===== src/rtl/dma_spi_tx.sv =====
// dma_spi_tx: SPI mode-0 frame transmitter (MSB first) with CS framing.
// Setup / shift / hold / gap phases are timed in clk_en ticks.
module dma_spi_tx #(
    parameter int N_BITS   = 408,
    parameter int HALF_DIV = 2,
    parameter int CS_SETUP = 2,
    parameter int CS_HOLD  = 2,
    parameter int CS_GAP   = 4
) (
    input  logic              clk,
    input  logic              rst,
    input  logic              clk_en,
    input  logic [N_BITS-1:0] data_in,
    input  logic              start,
    input  logic              abort,
    output logic              MOSI,
    output logic              SCLK,
    output logic              CS,
    output logic              busy,
    output logic              done
);

    localparam int BW = $clog2(N_BITS + 1);

    localparam logic [7:0]    SETUP_END = 8'(CS_SETUP - 1);
    localparam logic [7:0]    HALF_END  = 8'(HALF_DIV - 1);
    localparam logic [7:0]    HOLD_END  = 8'(CS_HOLD - 1);
    localparam logic [7:0]    GAP_END   = 8'(CS_GAP - 1);
    localparam logic [BW-1:0] BIT_MAX   = BW'(N_BITS);

    typedef enum logic [2:0] {
        IDLE,
        SETUP,
        SHIFT,
        HOLD,
        GAP
    } state_t;

    state_t            state;
    logic [7:0]        tcnt;
    logic [BW-1:0]     bcnt;
    logic [N_BITS-1:0] sreg;

    // Frame sequencer; tcnt times every phase, including SCLK half-periods.
    always_ff @(posedge clk) begin
        if (rst) begin
            state <= IDLE;
            tcnt  <= '0;
            bcnt  <= '0;
            sreg  <= '0;
            MOSI  <= 1'b0;
            SCLK  <= 1'b0;
            CS    <= 1'b1;
            busy  <= 1'b0;
            done  <= 1'b0;
        end else begin
            // done is a single-clk pulse even when ticks are gated off
            done <= 1'b0;
            if (abort && state != IDLE) begin
                state <= GAP;
                tcnt  <= '0;
                bcnt  <= '0;
                MOSI  <= 1'b0;
                SCLK  <= 1'b0;
                CS    <= 1'b1;
            end else if (clk_en) begin
                unique case (state)
                    IDLE: begin
                        if (start) begin
                            sreg  <= data_in;
                            MOSI  <= data_in[N_BITS-1];
                            CS    <= 1'b0;
                            busy  <= 1'b1;
                            tcnt  <= '0;
                            bcnt  <= '0;
                            state <= SETUP;
                        end
                    end
                    SETUP: begin
                        if (tcnt == SETUP_END) begin
                            tcnt  <= '0;
                            state <= SHIFT;
                        end else begin
                            tcnt <= tcnt + 8'd1;
                        end
                    end
                    SHIFT: begin
                        if (tcnt == HALF_END) begin
                            tcnt <= '0;
                            if (!SCLK) begin
                                SCLK <= 1'b1;
                                bcnt <= bcnt + 1'b1;
                            end else begin
                                SCLK <= 1'b0;
                                // data moves only on the falling edge
                                if (bcnt < BIT_MAX) begin
                                    sreg <= {sreg[N_BITS-2:0], 1'b0};
                                    MOSI <= sreg[N_BITS-2];
                                end else begin
                                    state <= HOLD;
                                end
                            end
                        end else begin
                            tcnt <= tcnt + 8'd1;
                        end
                    end
                    HOLD: begin
                        if (tcnt == HOLD_END) begin
                            tcnt  <= '0;
                            CS    <= 1'b1;
                            MOSI  <= 1'b0;
                            done  <= 1'b1;
                            state <= GAP;
                        end else begin
                            tcnt <= tcnt + 8'd1;
                        end
                    end
                    GAP: begin
                        if (tcnt == GAP_END) begin
                            tcnt  <= '0;
                            busy  <= 1'b0;
                            state <= IDLE;
                        end else begin
                            tcnt <= tcnt + 8'd1;
                        end
                    end
                    default: state <= IDLE;
                endcase
            end
        end
    end

endmodule


===== config.mk =====
export PLATFORM = sky130hd
export DESIGN_NAME = dma_spi_tx
export DESIGN_NICKNAME = d
export VERILOG_FILES = /design/src/rtl/dma_spi_tx.sv
export SDC_FILE = /design/constraint.sdc
export NUM_CORES = 1
export LEC_CHECK = 0
export ABC_AREA = 1
export CAP_MARGIN = 20
export CELL_PAD_IN_SITES_DETAIL_PLACEMENT = 0
export CELL_PAD_IN_SITES_GLOBAL_PLACEMENT = 1
export CORE_MARGIN = 2
export CORE_UTILIZATION = 40
export CTS_CLUSTER_DIAMETER = 40
export DETAILED_ROUTE_END_ITERATION = 8
export GPL_TIMING_DRIVEN = 0
export PLACE_DENSITY = 0.93
export SETUP_SLACK_MARGIN = 0.02
export SLEW_MARGIN = 15
export SYNTH_ARGS = -nofsm -noshare
export SYNTH_HDL_FRONTEND = slang
export SYNTH_SLANG_ARGS = --single-unit
export TNS_END_PERCENT = 20

===== constraint.sdc =====
create_clock -name clk -period 3.6 [get_ports clk]
set_input_delay 1.08 -clock clk [delete_from_list [all_inputs] [get_ports clk]]
set_output_delay 1.08 -clock clk [all_outputs]
set_load 0.05 [all_outputs]

==> results of run 1 <==
[through the flow]
step                hold slack [ps]  area [µm²]  setup WS, ps  setup TNS (ps)  util [%]
global placement                447       28300          -228          -48070      49.2
CTS                             465       31300           427               0      54.3
floorplan                       440       23200          1320               0         -
detailed placement              457       28300          -199          -41590      49.2
global route                    482       31300           270               0      54.4
finish                          463       31300           518               0      54.4
[power by group through the flow]
stage | clock (mW) | combinational (mW) | sequential (mW)
floorplan | 0 | 7.57 | 7.31
global placement | 0 | 10.3 | 7.41
detailed placement | 0 | 10.3 | 7.45
CTS | 8.26 | 10.4 | 7.38
global route | 8.49 | 11.8 | 7.60
finish | 8.12 | 10.4 | 7.39
[cells in the final DEF (no fill, tap or decap), types with 8 or more instances in the layout]
master / instances
a21oi_1: 18
o21ai_0: 10
dfxtp_1: 432
nand3_1: 14
clkbuf_8: 9
diode_2: 8
buf_6: 14
nand2_1: 1705
buf_1: 36
nand3b_1: 406
clkinv_4: 9
clkdlybuf4s50_1: 417
clkbuf_1: 111
bufinv_16: 14
inv_1: 29
nor2_1: 852
buf_4: 17
clkbuf_16: 80
buf_2: 101
[path summary, 6_finish.rpt]
| check | cells past startpoint | endpoint |
|---|---|---|
| setup / recovery | 7 | sreg[251]$_SDFFE_PP0P_ |
| hold / removal | 2 | busy$_SDFFE_PP0P_ |
| setup reg to reg | 13 | sreg[227]$_SDFFE_PP0P_ |
| hold reg to reg | 2 | busy$_SDFFE_PP0P_ |
[worst register-to-register path: cells and delay by family, from the launching register on]
family / cells / cell delay, ps
flip-flops: 1 / 430
AND/OR/NAND/NOR: 7 / 980
buffers and inverters: 5 / 1140
adder cells (fa/ha/maj): 1 / 180
[state kept, by name, summed over array words and instances, names as in the netlist]
name,cells
sreg,407
bcnt,9
tcnt,8
state,3
CS,1
MOSI,1
SCLK,1
busy,1
done,1
[area by class of cell]
type                       count  area (µm²)  share of cell area, %
antenna                        8        20.0                 0.0639
buffer                       273        1350                   4.32
clock buffer                  98        2160                   6.90
clock inverter                49         777                   2.48
inverter                      35         131                  0.420
multi-input combinational   3036       13100                   41.8
sequential                   432        8650                   27.6
tap                          765         957                   3.06
timing repair buffer         417        4170                   13.3
[layer usage]
metal  up-vias  GRT usage [%]
met5         -              0
met4        30           7.98
met3       151           6.01
met2       567           38.6
met1     10800           29.9
li1      12600              -
[cells by family (layout without fill, tap and decap cells)]
family,Yosys count,after routing,share of synthesized area (%)
flops,432,432,37.2
fa+ha+maj,3,3,0.162
xor+xnor,6,6,0.226
other cells,0,8,0
buf+inv,308,872,6.40
simple gates,2995,2995,55.2
compound gates,32,32,0.733
==> impl_results.md, run 1 <==
* Mean Syn Cell Area at 6.15 µm²
* Layout cells sized above 1 at 6.54%
* Clock network power share at 31.4%
* Cell family with most CP delay: buffers and inverters
* Num CTS Buffers at 80
* Gp weighted congestion at 0.849
* DR WL met2 at 33.3 mm
* Combinational share of power at 40.1%
* Starting Density at 40.3%
* Post-CTS Setup Bufs at 0
* Clock sink count at 432
* Pwr/cell area at 827 mW/mm²
* Routed length on met1 at 32.3 mm
* Worst-Margin Slew at 858 ps
* Synth Cell Area at 0.0232 mm²
* Most common library cells after synthesis: nand2_1, nor2_1, dfxtp_1
* Synth cell types at 28
* Slew Limit Fails at 0
* Minimum clock period at 3080 ps
* Fmax at 324 MHz
* Vias/cell at 4.73
* Post-layout nets at 4691
* CP max FO at 10
* Average wire per standard cell at 14.2 µm
* Flop pwr share at 28.5%
* RSZ-0062 raised after global routing: false
* Mapped Nets at 4192
* Final setup viols at 0
* Hold path start: busy$_SDFFE_PP0P_
* Detail Route met3 WL at 4.85 mm
* DRC violations left at 0
* Die height at 245 µm
* Clock Tree Buf Depth at 3
* Port Buffer Count at 417
* Highest Signal Layer: met5
* Setup crit start: rst
* Die area at 0.0600 mm²
* Core area at 0.0576 mm²
* Crit Path Class: in -> reg
* Status: finished, final reports clean
* Rows at 88
* Worst EP required at 4150 ps
* FFs w/ async S/R, synth at 0%
* Grt ovf at 0
* Hold WC Path Type: reg -> reg
* Sequential area share after synthesis at 37.2%
* Switching Share at 39.5%
* Top cell type's share of synthesized area at 37.2%
* Total power at 25.9 mW
* Initial antenna violation count at 23
* Total GRT Usage at 23.5%
* Synth top area cells: dfxtp_1, nand2_1, nor2_1, nand3b_1, buf_2
* HPWL Detailed at 51.0 mm
* Total of max-cap violations at 0
* Largest net degree at the start of global routing at 13
* Hold Vio Cnt, Final at 0
* Die width at 245 µm
* # IOs at 418
* # resized after CTS at 0
* Clk_lat worst skew at 620 ps
* Crit-path max cell delay at 660 ps
* Placed insts at 4958
* CTS tree: built
* Worst r2r src: tcnt[0]$_SDFFE_PP0P_
* YS warnings at 0
* Area growth syn-to-layout at 34.8%
* Rel. slew slack at 42.8%
* Vias in the first global route at 22400
* Post-synth EDFFs at 0
* Area leader, netlist: dfxtp_1
* #FFs+latches synth at 432
* Crit path buf inv count at 5
* Antenna Nets Post-Route at 0
* Post-route clock period utilization at 85.6%
* Setup crit end kind: register
* Root buf cell: clkbuf_16
* First-pass GRT wire length at 114 mm
* FF-to-FF setup slack at 760 ps
* Initial DRC count at 1492
* Number of non-filler instances in the completed layout at 5113
* Internal at 15.7 mW
* Max rail drop VDD at 500 µV
* H-tree levels at 3
* Critical Path AT at 3630 ps
* Net Sw Power at 10.2 mW
* Ys flop type: dfxtp_1
* Filler cells at 5750
* Skew final at 16.8 ps
* Cells after Synth at 3776
* Most repeated library cell on the critical path: clkbuf_1
* Vias at 24200
* Cell chain of the critical path: clkdlybuf4s50_1 -> inv_1 -> clkbuf_1 -> clkbuf_1 -> clkbuf_1 -> nand2_1 -> nor2_1
* Critical Path Start Type: input port
* Slowest CP cell: clkbuf_1
* Count leader, synth: nand2_1
* Pleak at 14.6 nW
* Hold_buf cts at 0
* Clock Pin Slew Worst Setup and Hold Paths at 50 ps
* Pre-antenna DRT Iters at 7
* Routed Wire Length at 72.6 mm
Power figures use the tool's default switching activity.
==> inputs of run 2 (changes only) <==
--- a/config.mk
+++ b/config.mk
@@ -14,6 +14,7 @@
 export CTS_CLUSTER_DIAMETER = 40
 export DETAILED_ROUTE_END_ITERATION = 8
 export GPL_TIMING_DRIVEN = 0
+export MAX_ROUTING_LAYER = met4
 export PLACE_DENSITY = 0.93
 export SETUP_SLACK_MARGIN = 0.02
 export SLEW_MARGIN = 15
==> run 2 against run 1 <==
Net effect:
- maximum frequency down 0.54%
- worst setup slack lost 17 ps
- register-to-register slack gained 20 ps
- total power hardly changed
- utilization rose by 0.074 points
- largest cell class unchanged
- clock power about the same
- clock skew is essentially flat
- flip-flop and latch count did not move
- largest power group unchanged
- final cell count grew 0.33%
- die area did not move
==> impl_results.md, run 2 (synthesized netlist as in run 1, its figures left out) <==
* Crit Path Class: in -> reg
* Filler cells at 5745
* Average wire per standard cell at 14.2 µm
* Minimum clock period at 3100 ps
* Clock Tree Buf Depth at 3
* Most common cell after layout, fill and taps aside: nand2_1
* Initial DRC count at 1538
* Setup crit end kind: register
* Net Sw Power at 10.2 mW
* Gp weighted congestion at 0.863
* CP max FO at 10
* Skew final at 17.2 ps
* R2R depth at 13
* Rel. slew slack at 42.7%
* Clock sink count at 432
* Placed inst area at 0.0283 mm²
* Status: finished, final reports clean
* Hold_buf cts at 0
* # IOs at 418
* First-pass GRT wire length at 115 mm
* Hold WC Path Type: reg -> reg
* Pleak at 14.6 nW
* Pwr/cell area at 827 mW/mm²
* Combinational share of power at 40.1%
* Critical Path Start Type: input port
* Largest net degree at the start of global routing at 13
* Area growth syn-to-layout at 35.0%
* Antenna Nets Post-Route at 0
* Critical Path AT at 3630 ps
* Die area at 0.0600 mm²
* Worst-Margin Slew at 860 ps
* Largest register by flop count: sreg
* Num CTS Buffers at 80
* Root buf cell: clkbuf_16
* Post-CTS Setup Bufs at 0
* Final WS setup at 501 ps
* Layout cells sized above 1 at 6.54%
* Die height at 245 µm
* Worst EP required at 4130 ps
* Place WS at -199 ps
* Max rail drop VDD at 500 µV
* Grt ovf at 0
* RSZ-0062 raised after global routing: false
* Clock Pin Slew Worst Setup and Hold Paths at 50 ps
* Vias in the first global route at 22400
* Pre-antenna DRT Iters at 7
* Slew Limit Fails at 0
* Die width at 245 µm
* Post-route clock period utilization at 86.1%
* Internal at 15.7 mW
* # resized after CTS at 0
* Hold path cells at 2
* Clock network power share at 31.4%
* Number of non-filler instances in the completed layout at 5130
* Worst hold slack at 460 ps
* Starting Density at 40.3%
* Commonest non-fill, non-tap cells in the layout: nand2_1, nor2_1, dfxtp_1
* Rows at 88
* Max reg flops at 407
* Vias at 24200
* H-tree levels at 3
* Total GRT Usage at 24.2%
* Clk_lat worst skew at 620 ps
* Switching Share at 39.5%
* Flop pwr share at 28.5%
* Design area at 0.0313 mm²
* Total of max-cap violations at 0
* Final setup viols at 0
* Port Buffer Count at 417
* HPWL Detailed at 51.0 mm
* Hold Vio Cnt, Final at 0
* DRC violations left at 0
* Initial antenna violation count at 24
* Fmax at 323 MHz
* Largest regs: sreg: 407 flops, bcnt: 9 flops, tcnt: 8 flops
* Core area at 0.0576 mm²
* Routed Wire Length at 72.7 mm
* Placed insts at 4958
* Post-layout nets at 4691
* Vias/cell at 4.73
* CTS tree: built
## run 2: path summary, 6_finish.rpt
| kind | slack (ps) | endpoint | start |
|---|---|---|---|
| setup reg to reg | 780 | sreg[105]$_SDFFE_PP0P_ | tcnt[0]$_SDFFE_PP0P_ |
| setup / recovery | 500 | sreg[109]$_SDFFE_PP0P_ | rst |
| hold reg to reg | 460 | busy$_SDFFE_PP0P_ | busy$_SDFFE_PP0P_ |
| hold / removal | 460 | busy$_SDFFE_PP0P_ | busy$_SDFFE_PP0P_ |
## run 2: cell type report
cell class / count / area [µm²] / area share, %
Inverter: 35 / 131 / 0.419
Clock buffer: 98 / 2160 / 6.89
Clock inverter: 49 / 777 / 2.48
Multi-Input combinational cell: 3036 / 13100 / 41.7
Buffer: 273 / 1350 / 4.32
Timing Repair Buffer: 417 / 4170 / 13.3
Antenna cell: 25 / 62.6 / 0.200
Sequential cell: 432 / 8650 / 27.6
Tap cell: 765 / 957 / 3.05
## run 2: worst max-delay path, stage by stage
cell	delay, ps
clkdlybuf4s50_1	460
inv_1	150
clkbuf_1	670
clkbuf_1	590
clkbuf_1	430
nand2_1	100
nor2_1	130
## run 2: power by group through the flow
stage	clock (mW)	combinational (mW)	sequential, mW
2_1_floorplan	0	7.57	7.31
6_report	8.13	10.4	7.39
5_1_grt	8.49	11.8	7.60
4_1_cts	8.26	10.4	7.38
3_5_place_dp	0	10.3	7.45
3_3_place_gp	0	10.3	7.41
## run 2: per-stage QoR
step | total power [mW] | TNS [ps] | utilization [%]
finish | 25.9 | 0 | 54.4
global route | 27.9 | 0 | 54.4
CTS | 26.1 | 0 | 54.3
detailed placement | 17.8 | -41590 | 49.2
global placement | 17.7 | -48070 | 49.2
floorplan | 14.9 | 0 | -
## run 2: routing by layer
metal | GRT usage (%) | wire [µm]
met2 | 38.6 | 33300
met5 | - | 0
met4 | 8.02 | 1920
met3 | 6.06 | 5140
met1 | 30.0 | 32300
==> inputs of run 3 (changes only) <==
--- a/config.mk
+++ b/config.mk
@@ -16,6 +16,7 @@
 export GPL_TIMING_DRIVEN = 0
 export MAX_ROUTING_LAYER = met4
 export PLACE_DENSITY = 0.93
+export REMOVE_ABC_BUFFERS = 1
 export SETUP_SLACK_MARGIN = 0.02
 export SLEW_MARGIN = 15
 export SYNTH_ARGS = -nofsm -noshare
==> run 3 against run 2 <==
Net effect:
- non-clock buffer count is 209 lower
- worst setup slack worse by 210 ps
- critical endpoint is now sreg[379]$_SDFFE_PP0P_
- clock skew rose by 2.9 ps
- clock power decreased by 2%
- worst hold slack gained 1.6 ps
- via count down 4.0%
- flip-flop and latch count stayed put
- count of clock-buffer cells in the layout increased by 6
- first-iteration DRC count shrank 17%
- die area did not move
- final area is 0.37% higher
==> impl_results.md, run 3 (synthesized netlist as in run 1, its figures left out) <==
* Starting Density at 40.3%
* Total GRT Usage at 23.1%
* Status: finished, final reports clean
* Most common cell after layout, fill and taps aside: nand2_1
* Antenna Nets Post-Route at 0
* Minimum clock period at 3310 ps
* # resized after CTS at 0
* Hold Vio Cnt, Final at 0
* Slew Limit Fails at 0
* Clock Tree Buf Depth at 3
* Post-route clock period utilization at 91.8%
* Max reg flops at 407
* Crit Path Class: in -> reg
* RSZ-0062 raised after global routing: false
* Flop pwr share at 28.0%
* Pleak at 14.5 nW
* HPWL Detailed at 42.9 mm
* Clk_lat worst skew at 610 ps
* Critical Path Start Type: input port
* Average wire per standard cell at 14.0 µm
* Net Sw Power at 10.1 mW
* Routed Wire Length at 69.1 mm
* Die height at 245 µm
* R2R depth at 15
* CP max FO at 58
* Vias in the first global route at 21700
* Hold_buf cts at 0
* Die area at 0.0600 mm²
* Worst-Margin Slew at 631 ps
* Internal at 16.2 mW
* Critical Path AT at 3830 ps
* Initial antenna violation count at 25
* Total of max-cap violations at 0
* Clock sink count at 432
* Placed insts at 4744
* Post-layout nets at 4487
* Clock Pin Slew Worst Setup and Hold Paths at 50 ps
* Gp weighted congestion at 0.819
* Die width at 245 µm
* Commonest non-fill, non-tap cells in the layout: nand2_1, nor2_1, dfxtp_1
* Switching Share at 38.4%
* Area growth syn-to-layout at 35.5%
* CTS tree: built
* Worst hold slack at 462 ps
* FF-to-FF setup slack at 400 ps
* Port Buffer Count at 417
* Rows at 88
* First-pass GRT wire length at 112 mm
* Largest register by flop count: sreg
* Skew final at 20.1 ps
* # IOs at 418
* Final setup viols at 0
* Combinational share of power at 41.7%
* Hold path cells at 2
* Largest regs: sreg: 407 flops, bcnt: 9 flops, tcnt: 8 flops
* Largest net degree at the start of global routing at 132
* Fmax at 303 MHz
* Hold WC Path Type: reg -> reg
* Pre-antenna DRT Iters at 5
* Vias at 23300
* Core area at 0.0576 mm²
* Worst EP required at 4120 ps
* Layout cells sized above 1 at 5.39%
* Initial DRC count at 1270
* Pwr/cell area at 837 mW/mm²
* Number of non-filler instances in the completed layout at 4926
* DRC violations left at 0
* Setup crit end kind: register
* Clock network power share at 30.3%
* Num CTS Buffers at 82
* Rel. slew slack at 57.9%
* Root buf cell: clkbuf_16
* Grt ovf at 0
* Vias/cell at 4.73
* H-tree levels at 3
* Max rail drop VDD at 405 µV
==> run 3: changes by cell type in the layout (fill, tap and decap cells not counted), moves of 5 or more <==
cell,before,now
buf_16,0,33
clkbuf_1,111,9
buf_12,0,26
buf_2,101,0
buf_6,14,0
inv_6,4,9
buf_4,17,5
buf_1,36,0
==> run 3: metrics by stage <==
step                cell area [µm²]  TNS (ps)  util, %  setup slack (ps)  total power [mW]
detailed placement            28500   -279660     49.4             -1070              18.3
CTS                           31400         0     54.5               150              26.6
global placement              27000         -     46.9            -61020              10.9
global route                  31500         0     54.6               188              28.4
floorplan                     21900         -        -            -25000              11.8
finish                        31500         0     54.6               295              26.3
==> run 3: power groups by stage <==
stage | clock (mW) | combinational [mW] | sequential, mW
3_3_place_gp | 0 | 4.98 | 5.93
2_1_floorplan | 0 | 5.25 | 6.55
5_1_grt | 8.41 | 12.4 | 7.60
6_report | 7.99 | 11.0 | 7.38
3_5_place_dp | 0 | 10.9 | 7.44
4_1_cts | 8.16 | 11.0 | 7.38
==> run 3: layer usage <==
layer  routed length [µm]  vias to the layer above  share of wire (%)  GRT usage [%]
li1                     -                    12300                  -              -
met1                30800                    10500                 45           28.8
met2                32400                      468                 47           36.5
met3                 4460                      109                6.4           5.89
met4                 1420                        0                2.1           7.42
met5                    0                        -                  0              -
==> run 3: final cells by class <==
cell class	instances	area (µm²)
inverters	35	146
flip-flops and latches	432	8650
clock inverters	46	608
fillers	5710	26100
clock buffers	104	2280
repair buffers	481	5640
well taps	765	957
multi-input cells	3039	13100
diodes	24	60.1
==> run 3: worst paths after layout <==
kind | start | to
max reg2reg | state[2]$_SDFFE_PP0P_ | sreg[379]$_SDFFE_PP0P_
min | sreg[405]$_SDFFE_PP0P_ | sreg[405]$_SDFFE_PP0P_
min reg2reg | sreg[405]$_SDFFE_PP0P_ | sreg[405]$_SDFFE_PP0P_
max | clk_en | sreg[379]$_SDFFE_PP0P_
==> run 3: critical path, stage by stage <==
cell and delay [ps]:
clkdlybuf4s50_1 570, nand2_2 120, inv_2 90, nand2_1 100
nor2_4 180, buf_12 210, buf_16 190, and2_4 200
buf_12 230, buf_12 270, buf_16 280, nor2_1 70
nor2_1 110
==> run 3: what timing repair did <==
action,in CTS,in global routing
setup endpoints to repair,261,78
pin swaps,3,0
gates cloned,2,1
buffers inserted,2,3
